File: config.mk
export PLATFORM = sky130hd
export DESIGN_NAME = orv_if_realign
export DESIGN_NICKNAME = d
export VERILOG_FILES = /design/src/rtl/orv_if_realign_pkg.sv /design/src/rtl/orv_if_realign.sv
export SDC_FILE = /design/constraint.sdc
export NUM_CORES = 1
export LEC_CHECK = 0
export CAP_MARGIN = 25
export CORE_MARGIN = 2
export CORE_UTILIZATION = 53
export DETAILED_ROUTE_END_ITERATION = 12
export GPL_ROUTABILITY_DRIVEN = 0
export GPL_TIMING_DRIVEN = 0
export PLACE_DENSITY = 0.87
export SLEW_MARGIN = 15
export SYNTH_ARGS = -nofsm -noshare
export SYNTH_HDL_FRONTEND = slang
export SYNTH_SLANG_ARGS = --single-unit
File: constraint.sdc
create_clock -name clk -period 9.95 [get_ports clk]
set_input_delay 1.4925 -clock clk [delete_from_list [all_inputs] [get_ports clk]]
set_output_delay 1.4925 -clock clk [all_outputs]
set_load 0.005 [all_outputs]
File: src/rtl/orv_if_realign_pkg.sv
// Shared packages for the instruction-fetch realigner.
//   orv_cfg     : width configuration (virtual address width).
//   orv_typedef : vaddr_t, inst_t, excp_cause_t and the realigner state enum.
//   orv_func    : is_rvc() halfword classifier.
// No ports; compiled ahead of every module that imports these packages.

package orv_cfg;
  localparam int VADDR_W = 32;
  localparam int INST_W  = 32;
  localparam int CAUSE_W = 4;
endpackage

package orv_typedef;
  import orv_cfg::*;

  typedef logic [VADDR_W-1:0] vaddr_t;
  typedef logic [INST_W-1:0]  inst_t;

  typedef enum logic [CAUSE_W-1:0] {
    INST_ADDR_MISALIGNED = 4'd0,
    INST_ACCESS_FAULT    = 4'd1,
    ILLEGAL_INST         = 4'd2,
    BREAKPOINT           = 4'd3,
    INST_PAGE_FAULT      = 4'd12
  } excp_cause_t;

  typedef enum logic [1:0] {
    ST_EMPTY      = 2'd0,
    ST_HALF       = 2'd1,
    ST_WAIT_FLUSH = 2'd2
  } realign_state_e;
endpackage

package orv_func;
  // A halfword opens a compressed instruction unless its low two bits are 11.
  function automatic logic is_rvc(input logic [15:0] h);
    return h[1:0] != 2'b11;
  endfunction
endpackage

File: src/rtl/orv_if_realign.sv
// orv_if_realign -- splits 4-byte-aligned fetch words into a stream of
// 16-bit (RVC, zero-extended) and 32-bit instructions, handling
// instructions that straddle two fetch words.
//
// Ports
//   clk, rst                      clock, asynchronous active-high reset
//   flush, flush_pc               redirect; flush_pc[1] selects start halfword
//   in_valid/in_ready             fetch-word handshake
//   in_word, in_pc                aligned fetch word and its address
//   in_excp_valid/in_excp_cause   fetch fault attached to in_word
//   out_valid/out_ready           instruction handshake towards decode
//   out_inst, out_pc, out_is_rvc  instruction, its address, compressed flag
//   out_excp_valid/out_excp_cause fault attributed to out_pc
//
// state         | meaning
// --------------+---------------------------------------------------------
// ST_EMPTY      | no leftover halfword; next word starts a new instruction
// ST_HALF       | upper halfword of the previous word held in r_lo_half
// ST_WAIT_FLUSH | fault emitted; words are swallowed until a flush

module orv_if_realign
  import orv_cfg::*;
  import orv_typedef::*;
  import orv_func::*;
(
  input  logic        clk,
  input  logic        rst,
  input  logic        flush,
  input  vaddr_t      flush_pc,
  input  logic        in_valid,
  output logic        in_ready,
  input  logic [31:0] in_word,
  input  vaddr_t      in_pc,
  input  logic        in_excp_valid,
  input  excp_cause_t in_excp_cause,
  output logic        out_valid,
  input  logic        out_ready,
  output inst_t       out_inst,
  output vaddr_t      out_pc,
  output logic        out_is_rvc,
  output logic        out_excp_valid,
  output excp_cause_t out_excp_cause
);

  realign_state_e r_state, w_state_nxt;
  logic           r_skip_lo, w_skip_lo_nxt;
  logic [15:0]    r_lo_half, w_lo_half_nxt;
  vaddr_t         r_lo_pc, w_lo_pc_nxt;

  logic           r_out_valid;
  inst_t          r_out_inst;
  vaddr_t         r_out_pc;
  logic           r_out_is_rvc;
  logic           r_out_excp_valid;
  excp_cause_t    r_out_excp_cause;

  logic           w_advance;
  logic           w_in_ready;
  logic           w_emit;
  inst_t          w_emit_inst;
  vaddr_t         w_emit_pc;
  logic           w_emit_rvc;
  logic           w_emit_excp;
  excp_cause_t    w_emit_cause;
  vaddr_t         w_in_pc_hi;

  // The output register only moves when its current content is gone.
  assign w_advance  = !r_out_valid || out_ready;
  assign w_in_pc_hi = in_pc + vaddr_t'(2);

  always_comb begin
    w_state_nxt   = r_state;
    w_skip_lo_nxt = r_skip_lo;
    w_lo_half_nxt = r_lo_half;
    w_lo_pc_nxt   = r_lo_pc;
    w_in_ready    = 1'b0;
    w_emit        = 1'b0;
    w_emit_inst   = '0;
    w_emit_pc     = '0;
    w_emit_rvc    = 1'b0;
    w_emit_excp   = 1'b0;
    w_emit_cause  = INST_ADDR_MISALIGNED;

    if (flush) begin
      w_state_nxt   = ST_EMPTY;
      w_skip_lo_nxt = flush_pc[1];
      w_lo_half_nxt = '0;
      w_lo_pc_nxt   = '0;
    end else begin
      case (r_state)
        ST_EMPTY: begin
          w_in_ready = w_advance;
          if (in_valid && w_advance) begin
            if (in_excp_valid) begin
              // Fault is reported at the first halfword the program wanted.
              w_emit        = 1'b1;
              w_emit_excp   = 1'b1;
              w_emit_cause  = in_excp_cause;
              w_emit_pc     = r_skip_lo ? w_in_pc_hi : in_pc;
              w_skip_lo_nxt = 1'b0;
              w_state_nxt   = ST_WAIT_FLUSH;
            end else if (r_skip_lo) begin
              w_lo_half_nxt = in_word[31:16];
              w_lo_pc_nxt   = w_in_pc_hi;
              w_skip_lo_nxt = 1'b0;
              w_state_nxt   = ST_HALF;
            end else if (!is_rvc(in_word[15:0])) begin
              w_emit      = 1'b1;
              w_emit_inst = in_word;
              w_emit_pc   = in_pc;
            end else begin
              w_emit        = 1'b1;
              w_emit_inst   = {16'h0000, in_word[15:0]};
              w_emit_pc     = in_pc;
              w_emit_rvc    = 1'b1;
              w_lo_half_nxt = in_word[31:16];
              w_lo_pc_nxt   = w_in_pc_hi;
              w_state_nxt   = ST_HALF;
            end
          end
        end

        ST_HALF: begin
          if (is_rvc(r_lo_half)) begin
            // Drain the compressed leftover without taking a word, so a
            // fault on the next word can never overtake it.
            if (w_advance) begin
              w_emit        = 1'b1;
              w_emit_inst   = {16'h0000, r_lo_half};
              w_emit_pc     = r_lo_pc;
              w_emit_rvc    = 1'b1;
              w_lo_half_nxt = '0;
              w_lo_pc_nxt   = '0;
              w_state_nxt   = ST_EMPTY;
            end
          end else begin
            w_in_ready = w_advance;
            if (in_valid && w_advance) begin
              w_emit    = 1'b1;
              w_emit_pc = r_lo_pc;
              if (in_excp_valid) begin
                w_emit_excp   = 1'b1;
                w_emit_cause  = in_excp_cause;
                w_lo_half_nxt = '0;
                w_lo_pc_nxt   = '0;
                w_state_nxt   = ST_WAIT_FLUSH;
              end else begin
                w_emit_inst   = {in_word[15:0], r_lo_half};
                w_lo_half_nxt = in_word[31:16];
                w_lo_pc_nxt   = w_in_pc_hi;
              end
            end
          end
        end

        ST_WAIT_FLUSH: begin
          w_in_ready = 1'b1;
        end

        default: begin
          w_state_nxt = ST_EMPTY;
        end
      endcase
    end
  end

  always_ff @(posedge clk or posedge rst) begin
    if (rst) begin
      r_state   <= ST_EMPTY;
      r_skip_lo <= 1'b0;
      r_lo_half <= '0;
      r_lo_pc   <= '0;
    end else begin
      r_state   <= w_state_nxt;
      r_skip_lo <= w_skip_lo_nxt;
      r_lo_half <= w_lo_half_nxt;
      r_lo_pc   <= w_lo_pc_nxt;
    end
  end

  always_ff @(posedge clk or posedge rst) begin
    if (rst) begin
      r_out_valid      <= 1'b0;
      r_out_inst       <= '0;
      r_out_pc         <= '0;
      r_out_is_rvc     <= 1'b0;
      r_out_excp_valid <= 1'b0;
      r_out_excp_cause <= INST_ADDR_MISALIGNED;
    end else if (flush) begin
      r_out_valid      <= 1'b0;
      r_out_excp_valid <= 1'b0;
    end else if (w_advance) begin
      r_out_valid      <= w_emit;
      r_out_inst       <= w_emit_inst;
      r_out_pc         <= w_emit_pc;
      r_out_is_rvc     <= w_emit_rvc;
      r_out_excp_valid <= w_emit_excp;
      r_out_excp_cause <= w_emit_cause;
    end
  end

  assign in_ready       = w_in_ready;
  assign out_valid      = r_out_valid;
  assign out_inst       = r_out_inst;
  assign out_pc         = r_out_pc;
  assign out_is_rvc     = r_out_is_rvc;
  assign out_excp_valid = r_out_excp_valid;
  assign out_excp_cause = r_out_excp_cause;

endmodule

# After elaboration in Yosys (flattened, before gate mapping)
# Index checks and enable logic that the tools add are counted.
# op_classes
addsub,1
n_eq_ne,12
muxes,75
bitwise,1
reduce_logical,12
# op_table
op,count
two-way mux 32 bit,22
case mux 32 bit (2 select lines),3
two-way mux 16 bit,9
"adder 32 x 2 -> 32 bit, second input constant",1
case mux 16 bit (2 select lines),1
two-way mux 1 bit,22
two-way mux 2 bit,9
"inequality test 4 bit, second input constant",4
two-way mux 4 bit,3
AND reduction 6 bit,2
case mux 4 bit (2 select lines),1
"inequality test 2 bit, second input constant",3
"inequality test 3 bit, second input constant",2
case mux 1 bit (2 select lines),3
case mux 2 bit (3 select lines),1
nonzero test 2 bit,3
"inequality test 5 bit, second input constant",1
AND reduction 2 bit,2
case mux 1 bit (3 select lines),1
nonzero test 3 bit,1
"equality test 2 x 1 -> 1 bit, second input constant",1
"equality test 2 bit, second input constant",1
logical NOT 2 bit,1
logical AND 1 bit,1
other kinds (3),3
# word_totals
reg_bits,122
in_bits,106
out_inout_bits,72
elab_cells,111

# Depth between registers and ports, before layout
# depth
depth_word,8
mapped_depth,8

# Worst setup path before layout
# Ideal clock, no wire load.
# synth_timing
path_type,input-to-output
startpoint,in out_ready
endpoint,out in_ready
arrival_time_ns,1.971
slack_ns,6.486
path_stages,3
path_buffers,1
path_cell_list,nand2b_1 buf_2 o21a_1
# synth_between
elab_chain_cells,4
# synth_lines
element,line_no,source
start: declaration,orv_if_realign.sv:37,"input logic out_ready,"
logical OR 1 bit (*),orv_if_realign.sv:68,assign w_advance = !r_out_valid || out_ready;
two-way mux 1 bit,orv_if_realign.sv:124,if (is_rvc(r_lo_half)) begin
case mux 1 bit (3 select lines) (*),orv_if_realign.sv:90,case (r_state)
two-way mux 1 bit (*),orv_if_realign.sv:84,if (flush) begin
end: declaration,orv_if_realign.sv:31,"output logic in_ready,"
# Mark *: on every way between the ends. The rest lies on a longest branch, timed or not.

# Worst setup path in the final report
# Same ends and word-level chain as after synthesis.

==> flow_summary.yaml <==
sta:
  period_needed_ns: 4.51
  setup_viol: 0
  setup_slack_ns: 5.44
  slew_violations: 0
  tns_ns: 0
  relSlewSlack_pct: 31.5
  hold_viol: 0
  finClkSkew_ns: 0.0113
  worst_slew_pin_slew_ns: 1.02
  whs_ns: 0.488
  fmax_ghz: 0.222
  grt_setup_unrepaired: "no"
  period_share_pct: 45.3
layout:
  drive_gt1_share_pct: 8.48
  utilization_pct: 72.6
  nFillCells: 880
  antennaDiodeCount: 0
  layout.nets: 947
  final_common_cell: "clkdlybuf4s50_1"
  area_growth_pct: 34.0
  layout_common_cells: "clkdlybuf4s50_1, dfrtp_1, nor2_1, a22o_1, nand2_1"
die:
  coreArea_sq_um: 12000
  initial_core_util_pct: 54.2
  die_area_sq_um: 13200
  io_pins: 178
  die_w_um: 115
  dieHeight_um: 115
  rows: 40
clocking:
  cts_resized: 0
  cts_tree: "done"
  clkSinkCount: 122
  ctsHtreeMaxLevel: 4
  clock_latency_ns: 0.42
  clkTransAtPathRegs_ns: 0.06
  cts_made_buffers: 17
  cts_root_buf: "clkbuf_16"
  post-cts-setup-buffer-count: 0
  cts_max_path_buffers: 2
  ctsHoldBuffers: 0
setup_path:
  worst-setup-path-type: "in2out"
  worstSetupEndpoint: "in_ready"
  worstReg2RegStart: "r_state[1]"
  cp.required_ns: 8.46
  r2r-end: "out_pc[22]"
  path_max_fanout: 10
  reg2reg_depth: 6
  crit_arrival_ns: 3.02
  rrSetupSlack_ns: 7.30
  critPathLaunch: "out_ready"
  startpoint_type: "input pin"
  cp-end-kind: "output pin"
route:
  viasPerCell: 6.81
  ant_nets: 0
  drtIter0Drc: 1067
  vias: 6782
  dr.pass1.iters: 6
  routed_wl_mm: 21.8
  wl_per_cell_um: 21.9
  remaining_drc_errors: 0
power:
  power_leakage_nw: 3.66
  cellPowerDensity_nw_per_um2: 177
  peakVddDrop_v: 0.000142
logic_synthesis:
  synth_cell_types: 67
  async_flop_share_pct: 100
  ys_seq_elements: 122
  synth_top_area_share_pct: 46.9
  synth_fp_nets: 789
  synth_ff_type: "dfrtp_1"
  netlist_top_cells_area: "dfrtp_1, a22o_1, nor2_1, a221oi_1, nand2_1"
  ys_warn_count: 0
  mappedNetlistArea_sq_um: 6510
  synth_edf_count: 0
  syn_inst: 681
  synth_top_area_cell: "dfrtp_1"
  postSynthAreaPerCell_sq_um: 9.56
  seq_area_frac_synth_pct: 46.9
place:
  dp_slack_ns: 5.48
  port_buffers: 137
  dpl.hpwl_mm: 15.2
global_route:
  grtUsageTotal_pct: 33.5
  grt_pass1_wl_mm: 34.2
  grt_pass1_vias: 6664
  grt.overflow.total: 0
  antenna_found_initial: 0
  grt_max_degree: 63
run_status:
  status: "completed"
min_path:
  hold_class: "reg2reg"
flow_run:
  drv_cap: 0
[critical path, cell delays in order]
cell             delay (ns)
clkdlybuf4s50_1        0.48
nand2b_1               0.15
buf_2                  0.23
o21a_1                 0.15
clkdlybuf4s50_1        0.53
[where the power goes]
| group | switching (mW) | internal, mW | leakage [nW] |
|---|---|---|---|
| logic | 0.157 | 0.147 | 1.75 |
| clock network | 0.218 | 0.445 | 0.302 |
| registers | 0.0315 | 0.546 | 1.60 |
| total | 0.407 | 1.14 | 3.66 |
[per-layer routing]
metal / vias up / wire length [um] / global-route usage, %
met5: - / 0 / 0
met3: 106 / 2690 / 8.01
met4: 0 / 783 / 16.2
li1: 2880 / - / -
met2: 558 / 10200 / 54.2
met1: 3238 / 8200 / 42.7
[synthesized netlist by cell type, types with 8 or more instances]
cell         n
a21oi_1     29
a221oi_1    41
a22o_1      48
a22oi_1      9
and2_1      11
and4_1       9
buf_2       18
clkbuf_1    32
dfrtp_1    122
nand2_1     46
nand3_1     26
nand4_1     10
nor2_1     103
nor3_1      12
nor4_1       8
o21ai_0     20
o2bb2ai_1    8
xnor2_1     11
xor2_1      12
[sequential cells by signal, summed over array words and instances (netlist names)]
| register | count |
|---|---|
| r_skip_lo | 1 |
| r_lo_half | 16 |
| out_is_rvc | 1 |
| out_pc | 32 |
| out_valid | 1 |
| out_inst | 32 |
| r_state | 2 |
| out_excp_valid | 1 |
| r_lo_pc | 32 |
| out_excp_cause | 4 |
[layout make-up]
type	instances	area (sq um)	share of cell area [%]
clock inverter	9	173	1.98
buffer	53	226	2.60
multi-input combinational	499	3200	36.7
inverter	7	31.3	0.359
sequential	122	3050	35.0
clock buffer	20	447	5.12
timing repair buffer	139	1400	16.1
tap	147	184	2.11
[cell families (layout without fill, tap and decap cells)]
logic type / count (synthesis) / count (layout) / synth area share [%]
buffers and inverters: 60 / 228 / 3.88
AO/OA/AOI/OAI: 200 / 200 / 23.6
AND/OR/NAND/NOR: 264 / 264 / 20.5
multiplexers: 10 / 10 / 1.67
XOR/XNOR: 23 / 23 / 3.09
adder cells (fa/ha/maj): 2 / 2 / 0.384
flip-flops: 122 / 122 / 46.9
[worst min-delay path by stage]
stage                      startpoint          end  slack (ns)  cells after the start
after CTS                   out_pc[3]    out_pc[3]        0.49                      2
after global placement    r_lo_pc[17]  r_lo_pc[17]        0.47                      1
after floorplan           r_lo_pc[28]  r_lo_pc[28]        0.46                      1
final                       out_pc[3]    out_pc[3]        0.49                      2
after global routing      r_lo_pc[20]  r_lo_pc[20]        0.51                      1
after detailed placement  r_lo_pc[23]  r_lo_pc[23]        0.48                      1
[per-stage QoR]
step	area [sq um]	instances	power, mW
global route	8720	996	1.60
finish	8720	996	1.54
CTS	8720	995	1.54
detailed placement	8100	966	0.880
global placement	8070	965	0.869
floorplan	6510	681	0.715
No activity file was read; power rests on OpenSTA's default activity.
